## config.mk

```make
export PLATFORM = sky130hd
export DESIGN_NAME = debounce_multi_flat
export DESIGN_NICKNAME = d
export VERILOG_FILES = /design/src/rtl/debounce_multi_pkg.sv /design/src/rtl/debounce_multi_if.sv /design/src/rtl/debounce_multi_channel.sv /design/src/rtl/debounce_multi.sv /design/src/flat_wrapper.sv
export SDC_FILE = /design/constraint.sdc
export NUM_CORES = 1
export LEC_CHECK = 0
export ABC_AREA = 1
export BUFFER_PORTS_ARGS = -buffer_cell sky130_fd_sc_hd__clkbuf_2
export CORE_ASPECT_RATIO = 0.8
export CORE_UTILIZATION = 58
export DETAILED_ROUTE_END_ITERATION = 6
export GPL_TIMING_DRIVEN = 0
export PLACE_DENSITY = 0.86
export RECOVER_POWER = 50
export SETUP_SLACK_MARGIN = 0.1
export SLEW_MARGIN = 10
export SYNTH_ARGS = -nofsm -noshare
export SYNTH_HDL_FRONTEND = slang
export SYNTH_SLANG_ARGS = --single-unit
export TNS_END_PERCENT = 10
```

## constraint.sdc

```tcl
create_clock -name clk_i -period 1.25 [get_ports clk_i]
set_input_delay 0.25 -clock clk_i [delete_from_list [all_inputs] [get_ports clk_i]]
set_output_delay 0.25 -clock clk_i [all_outputs]
set_load 0.1 [all_outputs]
```

## src/rtl/debounce_multi_pkg.sv

```systemverilog
// Shared types and helpers for the multi-channel switch debouncer.
// Holds the tick-mode selector, the per-channel filter state and the counter width helper.
package debounce_pkg;

    typedef enum logic [1:0] {
        TICK_RISE = 2'd0,
        TICK_FALL = 2'd1,
        TICK_BOTH = 2'd2
    } tick_mode_e;

    typedef enum logic {
        DB_STABLE = 1'b0,
        DB_CHECK  = 1'b1
    } db_state_e;

    function automatic int cnt_width(input int stable_cycles);
        return $clog2(stable_cycles + 1);
    endfunction

endpackage

```

## src/rtl/debounce_multi_if.sv

```systemverilog
// Switch-side and debounced-side signal bundle of the debouncer.
// The slave modport is the debouncer view; master is the driver/consumer view.
interface debounce_multi_if #(
    parameter int N_CH = 4
);
    logic            en_i;
    logic [N_CH-1:0] sw_i;
    logic [N_CH-1:0] db_level_o;
    logic [N_CH-1:0] db_tick_o;

    modport master (output en_i, output sw_i, input db_level_o, input db_tick_o);
    modport slave  (input en_i, input sw_i, output db_level_o, output db_tick_o);
endinterface

```

## src/rtl/debounce_multi_channel.sv

```systemverilog
// One channel: synchroniser chain, STABLE/CHECK filter and qualification counter.
// Level and tick update SYNC_STAGES+STABLE_CYCLES edges after an input change; no backpressure.
module debounce_channel
    import debounce_pkg::*;
#(
    parameter int         STABLE_CYCLES = 20,
    parameter int         SYNC_STAGES   = 2,
    parameter logic       RESET_LEVEL   = 1'b0,
    parameter tick_mode_e TICK_MODE     = TICK_RISE
) (
    input  logic clk_i,
    input  logic rst_ni,
    input  logic en_i,
    input  logic sw_i,
    output logic level_o,
    output logic tick_o
);

    localparam int            CW      = cnt_width(STABLE_CYCLES);
    localparam logic [CW-1:0] CNT_MAX = CW'(STABLE_CYCLES - 1);

    logic [SYNC_STAGES-1:0] sync_q, sync_d;
    db_state_e              state_q, state_d;
    logic [CW-1:0]          cnt_q, cnt_d;
    logic                   level_q, level_d;
    logic                   tick_q, tick_d;
    logic                   sync;
    logic                   rise_en, fall_en;

    assign sync    = sync_q[SYNC_STAGES-1];
    assign rise_en = (TICK_MODE == TICK_RISE) || (TICK_MODE == TICK_BOTH);
    assign fall_en = (TICK_MODE == TICK_FALL) || (TICK_MODE == TICK_BOTH);

    always_comb begin
        sync_d  = {sync_q[SYNC_STAGES-2:0], sw_i};
        state_d = state_q;
        cnt_d   = cnt_q;
        level_d = level_q;
        tick_d  = 1'b0;
        // Disabling drops any partial qualification so it restarts from zero.
        if (!en_i) begin
            state_d = DB_STABLE;
            cnt_d   = '0;
        end else begin
            case (state_q)
                DB_STABLE: begin
                    if (sync != level_q) begin
                        state_d = DB_CHECK;
                        cnt_d   = CW'(1);
                    end else begin
                        cnt_d = '0;
                    end
                end
                DB_CHECK: begin
                    if (sync == level_q) begin
                        state_d = DB_STABLE;
                        cnt_d   = '0;
                    end else if (cnt_q == CNT_MAX) begin
                        state_d = DB_STABLE;
                        cnt_d   = '0;
                        level_d = ~level_q;
                        tick_d  = level_q ? fall_en : rise_en;
                    end else begin
                        cnt_d = cnt_q + CW'(1);
                    end
                end
                default: begin
                    state_d = DB_STABLE;
                    cnt_d   = '0;
                end
            endcase
        end
    end

    always_ff @(posedge clk_i or negedge rst_ni) begin
        if (!rst_ni) begin
            sync_q  <= {SYNC_STAGES{RESET_LEVEL}};
            state_q <= DB_STABLE;
            cnt_q   <= '0;
            level_q <= RESET_LEVEL;
            tick_q  <= 1'b0;
        end else begin
            sync_q  <= sync_d;
            state_q <= state_d;
            cnt_q   <= cnt_d;
            level_q <= level_d;
            tick_q  <= tick_d;
        end
    end

    assign level_o = level_q;
    assign tick_o  = tick_q;

endmodule

```

## src/rtl/debounce_multi.sv

```systemverilog
// N-channel switch debouncer: independent channels, each with its own synchroniser and filter.
// Latency SYNC_STAGES+STABLE_CYCLES edges from a switch change; no backpressure.
module debounce_multi
    import debounce_pkg::*;
#(
    parameter int         N_CH          = 4,
    parameter int         STABLE_CYCLES = 20,
    parameter int         SYNC_STAGES   = 2,
    parameter logic       RESET_LEVEL   = 1'b0,
    parameter tick_mode_e TICK_MODE     = TICK_RISE
) (
    input  logic           clk_i,
    input  logic           rst_ni,
    debounce_multi_if.slave bus
);

    if (STABLE_CYCLES < 2) begin : g_bad_stable
        $error("debounce_multi: STABLE_CYCLES must be at least 2");
    end
    if (SYNC_STAGES < 2) begin : g_bad_sync
        $error("debounce_multi: SYNC_STAGES must be at least 2");
    end

    logic [N_CH-1:0] level;
    logic [N_CH-1:0] tick;

    for (genvar ch = 0; ch < N_CH; ch++) begin : g_ch
        debounce_channel #(
            .STABLE_CYCLES (STABLE_CYCLES),
            .SYNC_STAGES   (SYNC_STAGES),
            .RESET_LEVEL   (RESET_LEVEL),
            .TICK_MODE     (TICK_MODE)
        ) u_channel (
            .clk_i   (clk_i),
            .rst_ni  (rst_ni),
            .en_i    (bus.en_i),
            .sw_i    (bus.sw_i[ch]),
            .level_o (level[ch]),
            .tick_o  (tick[ch])
        );
    end

    assign bus.db_level_o = level;
    assign bus.db_tick_o  = tick;

endmodule

```

## src/flat_wrapper.sv

```systemverilog
// flat-port wrapper written by rule: the top's interface ports become plain ports
module debounce_multi_flat import debounce_pkg::*;
#(
    parameter int         N_CH          = 4,
    parameter int         STABLE_CYCLES = 20,
    parameter int         SYNC_STAGES   = 2,
    parameter logic       RESET_LEVEL   = 1'b0,
    parameter tick_mode_e TICK_MODE     = TICK_RISE
)
  (clk_i, rst_ni, bus_en_i, bus_sw_i, bus_db_level_o, bus_db_tick_o);
  debounce_multi_if #(.N_CH(N_CH)) bus_i ();
  input  logic clk_i;
  input  logic rst_ni;
  input wire logic [$bits(bus_i.en_i)-1:0] bus_en_i;
  input wire logic [$bits(bus_i.sw_i)-1:0] bus_sw_i;
  output wire logic [$bits(bus_i.db_level_o)-1:0] bus_db_level_o;
  output wire logic [$bits(bus_i.db_tick_o)-1:0] bus_db_tick_o;
  assign bus_i.en_i = bus_en_i;
  assign bus_i.sw_i = bus_sw_i;
  assign bus_db_level_o = bus_i.db_level_o;
  assign bus_db_tick_o = bus_i.db_tick_o;
  debounce_multi #(.N_CH(N_CH), .STABLE_CYCLES(STABLE_CYCLES), .SYNC_STAGES(SYNC_STAGES), .RESET_LEVEL(RESET_LEVEL), .TICK_MODE(TICK_MODE)) u_core (.clk_i(clk_i), .rst_ni(rst_ni), .bus(bus_i));
endmodule
```

; ---- Word-level counts from Yosys, hierarchy flattened
; Index checks and enable logic that the tools add are counted.
[totals]
word_cells = 112
output_inout_bits = 8
input_bits = 7
regBits = 40
[classes]
mux = 60
addsub = 4
reduce_logical = 4
n_bitwise = 12
eq_ne = 12
[ops]
columns = op, count
row1 = $mux W5, 12
row2 = $mux W1, 40
row3 = $pmux W5 S2, 4
row4 = $add A5 B1 Y5 const B, 4
row5 = $eq A5 B5 Y1 const B, 4
row6 = $reduce_and A4 Y1, 4
row7 = $not A1 Y1, 12
row8 = $pmux W1 S2, 4
row9 = $eq A1 B1 Y1, 4
row10 = $ne A1 B1 Y1, 4

; ---- Logic depth before layout (Yosys ltp)
[logic_depth]
depth_word = 5
mapped_depth = 8
depth_no_buf = 8

; ---- Cells and area by module
; A second synthesis with hierarchy kept.
[hier_totals]
cells_unflattened = 176
hier_area_um2 = 1749.2
[modules_own_cells]
columns = module, n_inst, area_each_um2, cells_each
row1 = debounce_channel at u_core.g_ch[0].u_channel ..., 3, 422.9, 42
row2 = debounce_channel at u_core.g_ch[3].u_channel, 1, 480.5, 50

; ---- Least setup slack after synthesis
; OpenSTA, ideal clock, no wires.
[synth_path]
kind = register to register
start = register u_core.g_ch[0].u_channel.cnt_q[0]
end = register u_core.g_ch[0].u_channel.level_q
path_buffers = 0
synth_period_minus_slack_ps = 1087
stages_incl_launch_ff = 8
t_arrival_ps = 969
setup_ps = 118
slack_ps = 163
cell_sequence = dfrtp_1 ha_1 nand2_1 inv_1 nand2_2 nor2_4 nand3_1 nand2_1
[synth_between]
elab_chain_len = 2
[synth_rtl]
columns = element, line
row1 = start: declaration, debounce_multi_channel.sv:24  ; logic [CW-1:0] cnt_q, cnt_d;
row2 = start signal: assignment, debounce_multi_channel.sv:85  ; cnt_q <= cnt_d;
row3 = $eq A5 B5 Y1, debounce_multi_channel.sv:58  ; end else if (cnt_q == CNT_MAX) begin
row4 = $reduce_and A4 Y1 (no line), -
row5 = end signal: assignment, debounce_multi_channel.sv:86  ; level_q <= level_d;
row6 = end: declaration, debounce_multi_channel.sv:25  ; logic level_q, level_d;
; No other way between the ends.
; A chain may end at the register's enable or synchronous reset.

; ---- Final worst setup path
[layout_path]
start = register u_core.g_ch[2].u_channel.level_q
end = output bus_db_level_o[2]
[layout_rtl]
columns = element, line
row1 = start: declaration, debounce_multi_channel.sv:25
row2 = start signal: assignment, debounce_multi_channel.sv:86
row3 = end: declaration, flat_wrapper.sv:16  ; output wire logic [$bits(bus_i.db_level_o)-1:0] bus_db_level_o;
; No word-level cell between the ends.

==> results_dict.tcl <==
set metrics [dict create \
    outcome "finished, violations left" \
    violations "setup timing" \
    cts_buffers 5 \
    final-hold-violation-count 0 \
    fmax_mhz 799 \
    start_util 0.612 \
    synth_top_family_by_area "simple AND/OR/NAND/NOR gates" \
    portBuffers 13 \
    finalCritPeriodShare 1.00 \
    rows 18 \
    cts_hold_buf 0 \
    cp.required_ns 1.00 \
    rsz0062_at_grt "yes" \
    period_minus_slack_ns 1.25 \
    dp_cells 257 \
    pwr-share-seq 0.511 \
    syn_inst 204 \
    num_vias 1395 \
    pre_cts_ws_ns 0.0174 \
    switching_share 0.215 \
    endpoint_kind "output port" \
    synth-simple-area-share 0.270 \
    maxSlewHeadroom 0.375 \
    start_kind "register" \
    yosysTopAreaCell "dfrtp_1" \
    synthAdderAreaFrac 0.0265 \
    leakage_nw 1.21 \
    fin_util 0.815 \
    hpwl_microns 2020 \
    cts_tree "done" \
    grt_pass1_vias 1305 \
    synth_seq_cells 40 \
    fp.coreArea_sq_mm 0.00309 \
    synth_nets 215 \
    ant_nets 0 \
    switching_power_w 0.000569 \
    cpPeakStageDelay_ns 0.40 \
    wirelength_microns 3710 \
    synth_top_cell_area_share 0.530 \
    muxShareOfSynthArea 0 \
    crit_buf_inv 2 \
    first_pass_iters 4 \
    p_per_area_mw_per_mm2 1050 \
    synth.top_cells.by_area "dfrtp_1 (53%), nand2_1 (7.9%), inv_1 (6.4%)" \
    crit_arrival_ns 1.00 \
    drc 0 \
    diodes 0 \
    synth-xor-area-share 0.0556 \
    nets 240 \
    crit_chain "buf_6, clkbuf_16" \
    synth-compound-area-share 0.0106 \
    insertion_delay_ns 0.30 \
    power_w 0.00265 \
    worst_pin_slew_ns 0.937 \
    synth_cell_types 21 \
    max_cap_violations 0 \
    crit_fanout 2 \
    htree_levels 2 \
    area_growth_syn_to_layout_pct 33.0 \
    p_int_w 0.00208 \
    synth_area_per_cell_sq_um 9.26 \
    timing.final.ws_setup_ns -0.00161 \
    synth-seq-area-share 0.530 \
    grtUsageTotal 0.233 \
    cts.path.max_buffers 2 \
    nFillCells 180 \
    netlist_area_sq_mm 0.00189 \
    comb_power_share 0.060 \
    die_w_microns 65.8 \
    grt_pass1_wl_microns 5750 \
    critPathKind "reg -> out" \
    tns_ns -0.00194 \
    drive_gt1_frac 0.387 \
    io_pins 15 \
    gr-total-overflow 0 \
    die_h_microns 53.1 \
    timing.final.max_slew_violations 0 \
    root_buffer "clkbuf_8" \
    synth.yosys.warnings 0 \
    p_clk_frac 0.429 \
    clk_pin_slew_ns 0.08 \
    grt_max_degree 41 \
    die_area_sq_mm 0.00349 \
    antenna_found_initial 0 \
    cts_sinks 40 \
    finalNonFillerCells 270 \
    peakVddDrop_v 0.00136 \
    cpLargestDelayFamily "flip-flops" \
    timing.critical_path.slowest_stage_cell "dfrtp_1" \
    setup_violations 2 \
    drt_iter0_markers 80 \
    fin_worst_skew_ns 0.00871 \
    routedWlPerCell_microns 13.7 \
    routabilityCongestion 0.836 \
    min_path_type "in -> reg" \
    via_per_inst 5.17 \
]
==> cell type report <==
cell class                      instances  area (sq um)  area share
Tap cell                               40          50.0      0.0199
Sequential cell                        40          1000       0.398
Clock inverter                          1          30.0      0.0119
Timing Repair Buffer                   18           263       0.105
Inverter                               35           134      0.0533
Multi-Input combinational cell        120           838       0.333
Buffer                                  9           101      0.0403
Clock buffer                            7          96.3      0.0383
==> kinds of logic (layout without fill, tap and decap cells) <==
group / after synthesis / count (layout)
buf+inv: 44 / 70
simple gates: 100 / 100
fa+ha+maj: 4 / 4
xor+xnor: 12 / 12
compound gates: 4 / 4
flops: 40 / 40
==> flip-flops by register name (all words and copies together), names as in the netlist <==
name,count
u_core.g_ch.u_channel.sync_q,8
u_core.g_ch.u_channel.state_q,4
u_core.g_ch.u_channel.cnt_q,20
u_core.g_ch.u_channel.tick_o,4
u_core.g_ch.u_channel.level_o,4
==> placed cells by master, fill, tap and decap left out <==
cell type / instances
nor3_1: 1
clkbuf_8: 7
nand2_4: 5
inv_4: 1
nor2_4: 5
xor2_1: 8
a21oi_1: 3
nand3_1: 17
inv_2: 10
nor2_2: 12
a21oi_2: 1
clkbuf_2: 5
nand3_2: 4
nor2_8: 1
and3_1: 1
buf_6: 9
nand2_1: 33
clkbuf_16: 8
xnor2_1: 4
ha_4: 3
nor2_1: 10
buf_4: 5
dfrtp_1: 40
ha_2: 1
nand2_2: 8
nand4_4: 3
inv_1: 24
bufinv_16: 1
==> stage by stage <==
| stage | hold slack, ns | cell area, sq um |
|---|---|---|
| floorplan | -0.0456 | 1890 |
| global placement | 0.331 | 2000 |
| detailed placement | 0.341 | 2000 |
| CTS | 0.0458 | 2400 |
| global route | 0.0412 | 2510 |
| finish | 0.0559 | 2510 |
==> worst paths after layout <==
path	from	end	slack, ns	cells past startpoint
worst max-delay path	u_core.g_ch[2].u_channel.level_o	bus_db_level_o[2]	-0.002	2
worst min-delay path	bus_sw_i[2]	u_core.g_ch[2].u_channel.sync_q[0]	0.06	1
worst max register to register	u_core.g_ch[3].u_channel.cnt_q[0]	u_core.g_ch[3].u_channel.level_o	0.04	8
worst min register to register	u_core.g_ch[0].u_channel.sync_q[0]	u_core.g_ch[0].u_channel.sync_q[1]	0.35	0
max in group asynchronous	rst_ni	u_core.g_ch[1].u_channel.tick_o	0.58	1
min in group asynchronous	rst_ni	u_core.g_ch[2].u_channel.cnt_q[2]	0.08	1
==> Yosys cell counts (all sizes together) <==
master,n
a21oi,4
and3,1
buf,9
dfrtp,40
ha,4
inv,35
nand2,46
nand3,21
nand4,3
nor2,28
nor3,1
xnor2,4
xor2,8
==> power by group through the flow <==
| stage | combinational (W) | sequential [W] | clock, W |
|---|---|---|---|
| 6_report | 0.000158 | 0.00136 | 0.00114 |
| 5_1_grt | 0.000182 | 0.00136 | 0.00121 |
| 4_1_cts | 0.000140 | 0.00135 | 0.00118 |
| 3_5_place_dp | 0.000132 | 0.00137 | 0 |
| 3_3_place_gp | 0.000127 | 0.00137 | 0 |
| 2_1_floorplan | 0.0000853 | 0.00137 | 0 |
==> per-layer routing <==
layer  track usage  vias up  share of wire
li1              -      670              -
met1         0.275      691           0.40
met2         0.393       27           0.55
met3        0.0690        7          0.033
met4         0.109        0          0.017
met5             0        -              0
==> what timing repair did <==
item | CTS | global route
endpoints found under the hold margin | 0 | 0
setup buffers | 4 | 1
setup endpoints to repair | 26 | 38
resized for setup | 42 | 36
pin swaps | 13 | 18
No activity file was read; power rests on OpenSTA's default activity.
